`src/rtl/menu_pkg.sv`:
```
// Menu state codes, button indices and navigation helpers
// shared by the menu controller and its interface users.
package menu_pkg;

    typedef enum logic [11:0] {
        MENU_INPUT = 12'd100,
        MENU_GEN   = 12'd200,
        MENU_SHOW  = 12'd300,
        MENU_OP    = 12'd400,
        OP_T       = 12'd410,
        OP_ADD     = 12'd420,
        OP_SCALAR  = 12'd430,
        OP_MUL     = 12'd440,
        OP_CONV    = 12'd450
    } menu_state_e;

    localparam int BTN_NEXT  = 0;
    localparam int BTN_PREV  = 1;
    localparam int BTN_ENTER = 2;
    localparam int BTN_BACK  = 3;

    localparam logic [7:0] MAX_SECONDS = 8'd99;

    function automatic menu_state_e main_step(menu_state_e s, logic fwd);
        menu_state_e r;
        case (s)
            MENU_INPUT: r = fwd ? MENU_GEN   : MENU_OP;
            MENU_GEN:   r = fwd ? MENU_SHOW  : MENU_INPUT;
            MENU_SHOW:  r = fwd ? MENU_OP    : MENU_GEN;
            MENU_OP:    r = fwd ? MENU_INPUT : MENU_SHOW;
            default:    r = MENU_INPUT;
        endcase
        return r;
    endfunction

    function automatic menu_state_e sub_step(menu_state_e s, logic fwd);
        menu_state_e r;
        case (s)
            OP_T:      r = fwd ? OP_ADD    : OP_CONV;
            OP_ADD:    r = fwd ? OP_SCALAR : OP_T;
            OP_SCALAR: r = fwd ? OP_MUL    : OP_ADD;
            OP_MUL:    r = fwd ? OP_CONV   : OP_SCALAR;
            OP_CONV:   r = fwd ? OP_T      : OP_MUL;
            default:   r = MENU_INPUT;
        endcase
        return r;
    endfunction

endpackage

```
`src/rtl/menu_controller_if.sv`:
```
// Button/error inputs and display-facing outputs of the
// menu controller; master drives inputs, slave is the controller.
interface menu_controller_if;

    logic [4:0]  btn_pin;
    logic        err_pulse;
    logic [7:0]  cfg_seconds;
    logic [11:0] menuState;
    logic [8:0]  seconds;
    logic [4:0]  btn_pulse;

    modport master (
        output btn_pin, err_pulse, cfg_seconds,
        input  menuState, seconds, btn_pulse
    );

    modport slave (
        input  btn_pin, err_pulse, cfg_seconds,
        output menuState, seconds, btn_pulse
    );

endinterface

```
`src/rtl/button_debounce.sv`:
```
// One button: two-flop synchronizer, hold-time debounce,
// and a single-cycle pulse on each accepted press.
module button_debounce #(
    parameter int DEBOUNCE_CYCLES = 1_000_000
) (
    input  logic clk,
    input  logic sys_rst_n,
    input  logic raw,
    output logic level,
    output logic press
);

    localparam int CW = (DEBOUNCE_CYCLES > 1) ? $clog2(DEBOUNCE_CYCLES) : 1;
    localparam logic [CW-1:0] LAST = CW'(DEBOUNCE_CYCLES - 1);

    logic          meta;
    logic          sync;
    logic [CW-1:0] cnt;

    // bring the asynchronous pin into the clock domain
    always_ff @(posedge clk or negedge sys_rst_n) begin
        if (!sys_rst_n) begin
            meta <= 1'b0;
            sync <= 1'b0;
        end else begin
            meta <= raw;
            sync <= meta;
        end
    end

    // accept a new level only after it has held without a break
    always_ff @(posedge clk or negedge sys_rst_n) begin
        if (!sys_rst_n) begin
            cnt   <= '0;
            level <= 1'b0;
            press <= 1'b0;
        end else begin
            press <= 1'b0;
            if (sync == level) begin
                cnt <= '0;
            end else if (cnt == LAST) begin
                cnt   <= '0;
                level <= sync;
                press <= sync;
            end else begin
                cnt <= cnt + 1'b1;
            end
        end
    end

endmodule

```
`src/rtl/menu_controller.sv`:
```
// Debounced button navigation of the menu codes plus the
// error countdown that drives the seconds display bus.
module menu_controller
    import menu_pkg::*;
#(
    parameter int DEBOUNCE_CYCLES = 1_000_000,
    parameter int TICK_CYCLES     = 50_000_000
) (
    input  logic              clk,
    input  logic              sys_rst_n,
    menu_controller_if.slave  bus
);

    localparam int TW = (TICK_CYCLES > 1) ? $clog2(TICK_CYCLES) : 1;
    localparam logic [TW-1:0] TICK_LAST = TW'(TICK_CYCLES - 1);

    menu_state_e   state;
    menu_state_e   state_n;
    logic          secs_en;
    logic          en_n;
    logic [7:0]    secs_val;
    logic [7:0]    val_n;
    logic [TW-1:0] tick_cnt;
    logic [TW-1:0] tick_n;

    logic [4:0]    pulse;
    logic [4:0]    unused_level;
    logic [7:0]    load;

    logic ev_err;
    logic ev_back;
    logic ev_enter;
    logic ev_prev;
    logic ev_next;

    genvar i;
    generate
        for (i = 0; i < 5; i++) begin : g_btn
            button_debounce #(
                .DEBOUNCE_CYCLES(DEBOUNCE_CYCLES)
            ) u_db (
                .clk       (clk),
                .sys_rst_n (sys_rst_n),
                .raw       (bus.btn_pin[i]),
                .level     (unused_level[i]),
                .press     (pulse[i])
            );
        end
    endgenerate

    assign bus.btn_pulse = pulse;
    assign bus.menuState = state;
    assign bus.seconds   = {secs_en, secs_val};

    // one event per cycle; lower-priority events are dropped
    assign ev_err   = bus.err_pulse;
    assign ev_back  = pulse[BTN_BACK]  & ~ev_err;
    assign ev_enter = pulse[BTN_ENTER] & ~ev_err & ~ev_back;
    assign ev_prev  = pulse[BTN_PREV]  & ~ev_err & ~ev_back & ~ev_enter;
    assign ev_next  = pulse[BTN_NEXT]  & ~ev_err & ~ev_back & ~ev_enter
                    & ~ev_prev;

    assign load = (bus.cfg_seconds > MAX_SECONDS) ? MAX_SECONDS
                                                  : bus.cfg_seconds;

    // menu state, countdown value and tick phase registers
    always_ff @(posedge clk or negedge sys_rst_n) begin
        if (!sys_rst_n) begin
            state    <= MENU_INPUT;
            secs_en  <= 1'b0;
            secs_val <= '0;
            tick_cnt <= '0;
        end else begin
            state    <= state_n;
            secs_en  <= en_n;
            secs_val <= val_n;
            tick_cnt <= tick_n;
        end
    end

    // tick first, then let an acted-on event override it
    always_comb begin
        state_n = state;
        en_n    = secs_en;
        val_n   = secs_val;
        tick_n  = tick_cnt;

        if (secs_en) begin
            if (tick_cnt == TICK_LAST) begin
                tick_n = '0;
                val_n  = secs_val - 8'd1;
                if (secs_val == 8'd1) begin
                    en_n    = 1'b0;
                    state_n = MENU_OP;
                end
            end else begin
                tick_n = tick_cnt + 1'b1;
            end
        end

        case (state)
            MENU_INPUT, MENU_GEN, MENU_SHOW, MENU_OP: begin
                unique case (1'b1)
                    ev_next:  state_n = main_step(state, 1'b1);
                    ev_prev:  state_n = main_step(state, 1'b0);
                    ev_enter: if (state == MENU_OP) state_n = OP_T;
                    default: ;
                endcase
            end
            OP_T, OP_ADD, OP_SCALAR, OP_MUL, OP_CONV: begin
                unique case (1'b1)
                    ev_err: begin
                        if (bus.cfg_seconds != 8'd0) begin
                            state_n = state;
                            en_n    = 1'b1;
                            val_n   = load;
                            tick_n  = '0;
                        end
                    end
                    ev_back: begin
                        state_n = MENU_OP;
                        en_n    = 1'b0;
                        val_n   = '0;
                        tick_n  = '0;
                    end
                    ev_next: if (!secs_en) state_n = sub_step(state, 1'b1);
                    ev_prev: if (!secs_en) state_n = sub_step(state, 1'b0);
                    default: ;
                endcase
            end
            default: begin
                state_n = MENU_INPUT;
                en_n    = 1'b0;
                val_n   = '0;
                tick_n  = '0;
            end
        endcase
    end

endmodule

```
`src/flat_wrapper.sv`:
```
// flat-port wrapper written by rule: the top's interface ports become plain ports
module menu_controller_flat import menu_pkg::*;
#(
    parameter int DEBOUNCE_CYCLES = 1_000_000,
    parameter int TICK_CYCLES     = 50_000_000
)
  (clk, sys_rst_n, bus_btn_pin, bus_err_pulse, bus_cfg_seconds, bus_menuState, bus_seconds, bus_btn_pulse);
  menu_controller_if bus_i ();
  input  logic clk;
  input  logic sys_rst_n;
  input wire logic [$bits(bus_i.btn_pin)-1:0] bus_btn_pin;
  input wire logic [$bits(bus_i.err_pulse)-1:0] bus_err_pulse;
  input wire logic [$bits(bus_i.cfg_seconds)-1:0] bus_cfg_seconds;
  output wire logic [$bits(bus_i.menuState)-1:0] bus_menuState;
  output wire logic [$bits(bus_i.seconds)-1:0] bus_seconds;
  output wire logic [$bits(bus_i.btn_pulse)-1:0] bus_btn_pulse;
  assign bus_i.btn_pin = bus_btn_pin;
  assign bus_i.err_pulse = bus_err_pulse;
  assign bus_i.cfg_seconds = bus_cfg_seconds;
  assign bus_menuState = bus_i.menuState;
  assign bus_seconds = bus_i.seconds;
  assign bus_btn_pulse = bus_i.btn_pulse;
  menu_controller #(.DEBOUNCE_CYCLES(DEBOUNCE_CYCLES), .TICK_CYCLES(TICK_CYCLES)) u_core (.clk(clk), .sys_rst_n(sys_rst_n), .bus(bus_i));
endmodule
```
`config.mk`:
```
export PLATFORM = sky130hd
export DESIGN_NAME = menu_controller_flat
export DESIGN_NICKNAME = d
export VERILOG_FILES = /design/src/rtl/menu_pkg.sv /design/src/rtl/menu_controller_if.sv /design/src/rtl/button_debounce.sv /design/src/rtl/menu_controller.sv /design/src/flat_wrapper.sv
export SDC_FILE = /design/constraint.sdc
export NUM_CORES = 1
export LEC_CHECK = 0
export ABC_AREA = 0
export CAP_MARGIN = 30
export CORE_ASPECT_RATIO = 1.2
export CORE_MARGIN = 2
export CORE_UTILIZATION = 50
export DETAILED_ROUTE_END_ITERATION = 10
export GPL_ROUTABILITY_DRIVEN = 0
export PLACE_DENSITY = 0.69
export RECOVER_POWER = 100
export SLEW_MARGIN = 20
export SYNTH_ARGS = -nofsm -noshare
export SYNTH_HDL_FRONTEND = slang
export SYNTH_SLANG_ARGS = --single-unit
```
`constraint.sdc`:
```
create_clock -name clk -period 2.57 [get_ports clk]
set_input_delay 0.514 -clock clk [delete_from_list [all_inputs] [get_ports clk]]
set_output_delay 0.514 -clock clk [all_outputs]
set_load 0.005 [all_outputs]
```
# Word level (Yosys, flattened, before mapping)

Cells that the tools add are included.

Bits in registers: 167
Output and inout port bits: 26

$add $sub $neg: 7
$lt $le $gt $ge: 1
Equality and inequality tests: 22
Muxes and demuxes: 51
Bitwise operators: 19
Reductions and logical operators: 8

Operators by type and width:

| operator                                                              | count |
|---|---|
| 20-bit two-way mux                                                    | 10 |
| 26-bit one-hot mux with 2 select lines                                | 2 |
| 20-bit by 1-bit adder with 20-bit output (second input constant)      | 5 |
| 20-bit == test (second input constant)                                | 5 |
| 9-bit one-hot mux with 5 select lines                                 | 2 |
| 12-bit by 9-bit == test with 1-bit output (second input constant)     | 7 |
| 12-bit two-way mux                                                    | 7 |
| 26-bit two-way mux                                                    | 3 |
| 9-bit one-hot mux with 3 select lines                                 | 2 |
| 12-bit one-hot mux with 4 select lines                                | 1 |
| 12-bit one-hot mux with 3 select lines                                | 1 |
| 8-bit two-way mux                                                     | 4 |
| 8-bit one-hot mux with 2 select lines                                 | 2 |
| 26-bit by 1-bit adder with 26-bit output (second input constant)      | 1 |
| 26-bit == test (second input constant)                                | 1 |
| 12-bit one-hot mux with 2 select lines                                | 1 |
| 1-bit two-way mux                                                     | 14 |
| 12-bit by 7-bit == test with 1-bit output (second input constant)     | 1 |
| 12-bit by 8-bit == test with 1-bit output (second input constant)     | 1 |
| 1-bit AND                                                             | 10 |
| 2-bit AND reduction                                                   | 5 |
| 1-bit NOT                                                             | 9 |
| 8-bit by 1-bit == test with 1-bit output (second input constant)      | 1 |
| 8-bit by 7-bit > comparator with 1-bit output (second input constant) | 1 |
| other kinds (7)                                                       | 12 |

# Depth between registers and ports, before layout

Gate-level depths: netlist (run 1).

Word-level depth: 10
Gate-level depth with buffers: 9
Depth with buffers taken out: 8

# Modules after synthesis

Synthesis (run 1) repeated with hierarchy kept, for this count alone.

Cells, all modules: 923
Area total of the unflattened synthesis: 8647.0 um^2

Modules (own cells, without submodules):

| module          | instances | cells an instance | area an instance (um^2) | seq. area each (um^2) |
|---|---|---|---|---|
| button_debounce | 5         | 116               | 1136.1                  | 600.6 |
| menu_controller | 1         | 343               | 2966.6                  | 1179.9 |

# Worst setup path before layout (run 1)

Ideal clock, no wire load.

Path kind: reg2reg
Start point: register u_core.state[6], in the netlist u_core.bus.menuState[6]
End point: register u_core.tick_cnt[10]
Arrival: 2.103 ns
Required time: 2.449 ns
Path slack: 0.345 ns
Stages on the path, launching flop included: 8
Path buffers: 1
Period minus slack after synthesis: 2.225 ns
Cells stage by stage: dfstp_2 -> and4b_1 -> and4_2 -> nor4_4 -> nor2_1 -> o21ai_2 -> buf_2 -> nor2_1

Cells in the longest elaborated chain, start to end: 3
Elaborated cells between the ends (all ways): 12
Those cells by class: 9 x eq/ne; 1 x mux; 2 x reduce/logical

Ends and longest elaborated chain:

| what                                                              | RTL line               | source |
|---|---|---|
| from (decl)                                                       | menu_controller.sv:17  | `menu_state_e state;` |
| from (signal assigned)                                            | menu_controller.sv:74  | `state <= state_n;` |
| 12-bit by 9-bit == test with 1-bit output (tied with other cells) | menu_controller.sv:101 | `case (state)` |
| 5-bit OR reduction / 4-bit OR reduction (equally long branches)   | menu_controller.sv:101 |  |
| 26-bit one-hot mux with 2 select lines *                          | menu_controller.sv:101 |  |
| named net u_core.tick_n[10]                                       | menu_controller.sv:24  | `logic [TW-1:0] tick_n;` |
| to (signal assigned)                                              | menu_controller.sv:77  | `tick_cnt <= tick_n;` |
| to (decl)                                                         | menu_controller.sv:23  | `logic [TW-1:0] tick_cnt;` |

Mark *: on every way through the listed nets, which the timed path passes. The rest lies on a longest branch.
A chain may end at the register's enable or synchronous reset.

# Worst setup path in the final report (run 1)

Start point: register u_core.state[6], in the netlist u_core.bus.menuState[6]
End point: register u_core.tick_cnt[6]

Same word-level chain as after synthesis.

==> out/metrics.csv, run 1 <==
stage,metric,value,unit
status,status,finished with violations,
status,failing checks,"capacitance limit, slew limit",
clocking,Sinks on Clock Net,167,
cells_and_area,share of the core filled with cells,59.5,%
critical_path,CP startpoint,u_core.bus.menuState[6],
floorplanning,Die Y-Extent,146,um
critical_path,Worst Reg-to-Reg Cells,8,
cells_and_area,number of nets in the final layout,957,
timing,Final period util,95.8,%
pwr,fraction of power consumed by sequential logic,49.8,%
routing,DRT antenna net count,0,
grt,global route hottest layer,met2,
critical_path,critical path type,flip-flop to flip-flop,
critical_path,capturing element type of the critical path,flip-flop,
synthesis,compound-gate portion of the synthesized area,4.16,%
critical_path,R2R setup slack,0.11,ns
timing,Worst Max-Slew Pin Slew,1.50,ns
grt,total routing usage reported by global routing,20.2,%
grt,maximum number of pins on one net before global-route repair,61,
routing,post-route DRC violation count,0,
routing,1st-iter DRT viols,420,
floorplanning,DIE WIDTH,122,um
floorplanning,Initial Util,51.3,%
timing,worst relative slew slack,-0.0436,%
grt,vias in the first global route,6286,
worst_hold_path,Hold Crit Class,flip-flop to flip-flop,
cells_and_area,post-layout instance area,9690,um2
clocking,latest clock arrival within the worst-skew pair,0.42,ns
synthesis,sequential-to-total area share from yosys stat,50.1,%
timing,final max-slew violation count,60,
timing,setup repair after global routing missed its margin,no,
synthesis,Post-Synth XOR/XNOR Area,13.2,%
cells_and_area,number of antenna cells inserted,0,
critical_path,highest net fanout along the worst path,26,
placement,number of port buffers,41,
floorplanning,ports placed on the boundary,42,
floorplanning,core area,16300,um2
timing,final critical path time including I/O delays and setup,2.46,ns
pwr,maximum vdd drop,0.502,mV
pwr,switch share,21.3,%
synthesis,number of distinct standard cells referenced by the synthesized netlist,64,
synthesis,Post-Synth Adder-Cell Area,1.20,%
critical_path,worst r2r src,u_core.bus.menuState[6],
synthesis,synthesized netlist cell count,860,
clocking,setup fix buffers added after clock tree synthesis,0,
placement,HPWL after DPL,11300,um
grt,global-route wire length before repair,29200,um
pwr,fraction of power consumed by the clock network,46.8,%
critical_path,capturing instance or port of the critical path,u_core.tick_cnt[6],
grt,met2 global-route usage,32.1,%
clocking,clock root buffer,sky130_fd_sc_hd__clkbuf_16,
synthesis,number of synthesized flops with an enable pin,0,
timing,timing-limited maximum frequency,406,MHz
synthesis,Synth Area in Simple Gates,28.4,%
critical_path,Required @ worst endpoint,2.86,ns
clocking,CTS max path bufs,2,
timing,clock tree skew after final layout,0.00766,ns
synthesis,ys flop type,sky130_fd_sc_hd__dfrtp_1,
synthesis,number of synthesized register bits,167,
job,count of max-cap constraint violations,1,
floorplanning,number of standard-cell rows in the floorplan,51,
pwr,Cell Int Power,0.00425,W
worst_hold_path,number of cells on the worst hold path,0,
synthesis,multiplexer fraction of the synthesized cell area,0.794,%
routing,total iterations of the first detailed-routing run,5,
synthesis,synthesized cell area,8350,um2
timing,Hold Fails Final Rpt,0,
routing,final wirelength,16500,um
timing,Final Setup Violations,0,
clocking,number of buffers inserted during clock tree synthesis,17,
pwr,cell leakage power,4.22,nW
grt,number of antenna violations at the first check in global routing,0,
synthesis,dominant cell type by area after synthesis,sky130_fd_sc_hd__dfrtp_1,
synthesis,area share of the largest cell type after synthesis,49.1,%
clocking,CTS tree,done,
pwr,switching power,0.00115,W
synthesis,most frequent cell after synthesis,sky130_fd_sc_hd__nor2_1,
clocking,clock-pin slew of the registers on the worst-case setup and hold paths,0.06,ns
routing,post-DR wirelength/cell,14.3,um
synthesis,mean instance size in the synthesized netlist,9.71,um2
critical_path,CP Launch Type,flip-flop,
pwr,Overall Power,0.00539,W
grt,met3 demand-to-capacity share in global routing,4.47,%
cells_and_area,Layout area overhead,15.9,%
synthesis,count of synthesis-stage warnings from yosys,0,
critical_path,RR Endpoint,u_core.tick_cnt[6],
grt,Congestion Overflow GR,0,
floorplanning,die area,17800,um2
synthesis,cell types occupying the most area after synthesis,"sky130_fd_sc_hd__dfrtp_1, sky130_fd_sc_hd__nor2_1, sky130_fd_sc_hd__xor2_1, sky130_fd_sc_hd__xnor2_1, sky130_fd_sc_hd__nand3_1",
placement,placed instance area,9190,um2
grt,GRT met1 Usage,27.3,%
routing,Vias per Instance,5.43,
synthesis,Synth async-reset ratio,100,%
pwr,combinational cell fraction of total power,3.3,%
pwr,power density cells,557,nW/um2
cells_and_area,Layout fillers,1408,
synthesis,largest family of logic cells by synthesized area,simple AND/OR/NAND/NOR gates,
routing,number of vias in the routed layout,6278,
synthesis,commonest cells in the netlist,"sky130_fd_sc_hd__nor2_1, sky130_fd_sc_hd__dfrtp_1, sky130_fd_sc_hd__xor2_1",
clocking,Max H-tree Level,4,
critical_path,arrival time of data at the critical path endpoint,2.75,ns
clocking,count of hold buffers inserted by post-cts repair,0,
cells_and_area,layout cells sized above 1,8.04,%
[sequential cells by signal, summed over array words and instances, names as in the netlist]
register and cells:
u_core.secs_en 1, u_core.g_btn.u_db.level 5, u_core.g_btn.u_db.cnt 100, u_core.g_btn.u_db.meta 5
u_core.g_btn.u_db.sync 5, u_core.tick_cnt 26, u_core.bus.menuState 12, u_core.secs_val 8
u_core.g_btn.u_db.press 5
[routing by layer]
layer	wire, um	vias up
met3	614	27
met4	330	0
li1	-	3101
met2	8040	112
met5	0	-
met1	7560	3038
[kinds of logic after synthesis]
| kind of cell | after synthesis |
|---|---|
| buf+inv | 37 |
| fa+ha+maj | 8 |
| xor+xnor | 126 |
| simple gates | 459 |
| mux | 6 |
| flops | 167 |
| other cells | 1 |
| compound gates | 56 |
[through the flow]
| step | hold slack [ns] | instances | TNS (ns) | setup slack, ns |
|---|---|---|---|---|
| CTS | 0.0937 | 1157 | 0 | 0.157 |
| finish | 0.348 | 1157 | 0 | 0.109 |
| floorplan | 0.218 | 863 | 0 | 0.345 |
| global placement | 0.331 | 1126 | 0 | 0.0285 |
| global route | 0.355 | 1157 | 0 | 0.00718 |
| detailed placement | 0.337 | 1126 | -0.0216 | -0.0216 |
[power groups by stage]
stage | clock network [W] | logic, W | registers (W)
after global placement | 0 | 0.000196 | 0.00273
after CTS | 0.00258 | 0.000201 | 0.00269
after detailed placement | 0 | 0.000199 | 0.00274
final | 0.00253 | 0.000181 | 0.00269
after floorplan | 0 | 0.0000748 | 0.00273
after global routing | 0.00271 | 0.000211 | 0.00269
[worst max-delay path, cell delays in order (launching register included)]
cell and delay, ns:
sky130_fd_sc_hd__dfstp_1 0.64, sky130_fd_sc_hd__and4b_1 0.27, sky130_fd_sc_hd__and4_1 0.24, sky130_fd_sc_hd__nor4_1 0.31
sky130_fd_sc_hd__buf_4 0.23, sky130_fd_sc_hd__nor2_1 0.08, sky130_fd_sc_hd__o21ai_2 0.10, sky130_fd_sc_hd__clkbuf_4 0.33
sky130_fd_sc_hd__nor2_1 0.11
[cell usage in the layout (no fill, tap or decap), types with 4 or more instances in the layout]
master	count
sky130_fd_sc_hd__a21oi_1	21
sky130_fd_sc_hd__a22oi_1	5
sky130_fd_sc_hd__and3_1	31
sky130_fd_sc_hd__and3b_1	4
sky130_fd_sc_hd__and4_1	7
sky130_fd_sc_hd__and4b_1	7
sky130_fd_sc_hd__buf_4	19
sky130_fd_sc_hd__clkbuf_1	9
sky130_fd_sc_hd__clkbuf_16	17
sky130_fd_sc_hd__clkbuf_8	4
sky130_fd_sc_hd__clkdlybuf4s50_1	17
sky130_fd_sc_hd__clkinv_2	4
sky130_fd_sc_hd__conb_1	4
sky130_fd_sc_hd__dfrtp_1	164
sky130_fd_sc_hd__dlygate4sd3_1	23
sky130_fd_sc_hd__ha_1	8
sky130_fd_sc_hd__inv_1	16
sky130_fd_sc_hd__mux2_2	5
sky130_fd_sc_hd__nand2_1	42
sky130_fd_sc_hd__nand3_1	68
sky130_fd_sc_hd__nand3b_1	5
sky130_fd_sc_hd__nand4_1	27
sky130_fd_sc_hd__nor2_1	184
sky130_fd_sc_hd__nor3_1	24
sky130_fd_sc_hd__nor3b_1	8
sky130_fd_sc_hd__nor4_1	8
sky130_fd_sc_hd__nor4b_1	7
sky130_fd_sc_hd__o21ai_0	10
sky130_fd_sc_hd__o22ai_1	4
sky130_fd_sc_hd__or3_1	5
sky130_fd_sc_hd__xnor2_1	55
sky130_fd_sc_hd__xor2_1	71
[layout make-up]
cell class	instances	area (um2)	share of cell area (%)
clock buffers	23	488	5.04
clock inverters	8	96.3	0.995
inverters	16	60.1	0.620
multi-input cells	659	3990	41.2
flip-flops and latches	167	4180	43.2
well taps	212	265	2.74
repair buffers	72	607	6.27
[worst min path at each step]
stage,from,endpoint,slack (ns)
2_1_floorplan,sys_rst_n,u_core.bus.menuState[0],0.22
3_3_place_gp,u_core.g_btn[2].u_db.meta,u_core.g_btn[2].u_db.sync,0.33
3_5_place_dp,u_core.g_btn[2].u_db.meta,u_core.g_btn[2].u_db.sync,0.34
4_1_cts,sys_rst_n,u_core.g_btn[1].u_db.cnt[8],0.09
5_1_grt,u_core.g_btn[0].u_db.meta,u_core.g_btn[0].u_db.sync,0.35
6_report,u_core.g_btn[0].u_db.meta,u_core.g_btn[0].u_db.sync,0.35
[what timing repair did]
item,CTS,global route
setup endpoints to repair,0,1
endpoints found under the hold margin,0,0
gates resized for setup,0,1
Note: power is estimated with default switching activity, not from simulation.
==> inputs of run 2 (changes only) <==
Settings changed: CTS_CLUSTER_SIZE from default to 40.
==> results of run 2 <==
The final DEF is identical to that of run 1; final timing and power are the same.
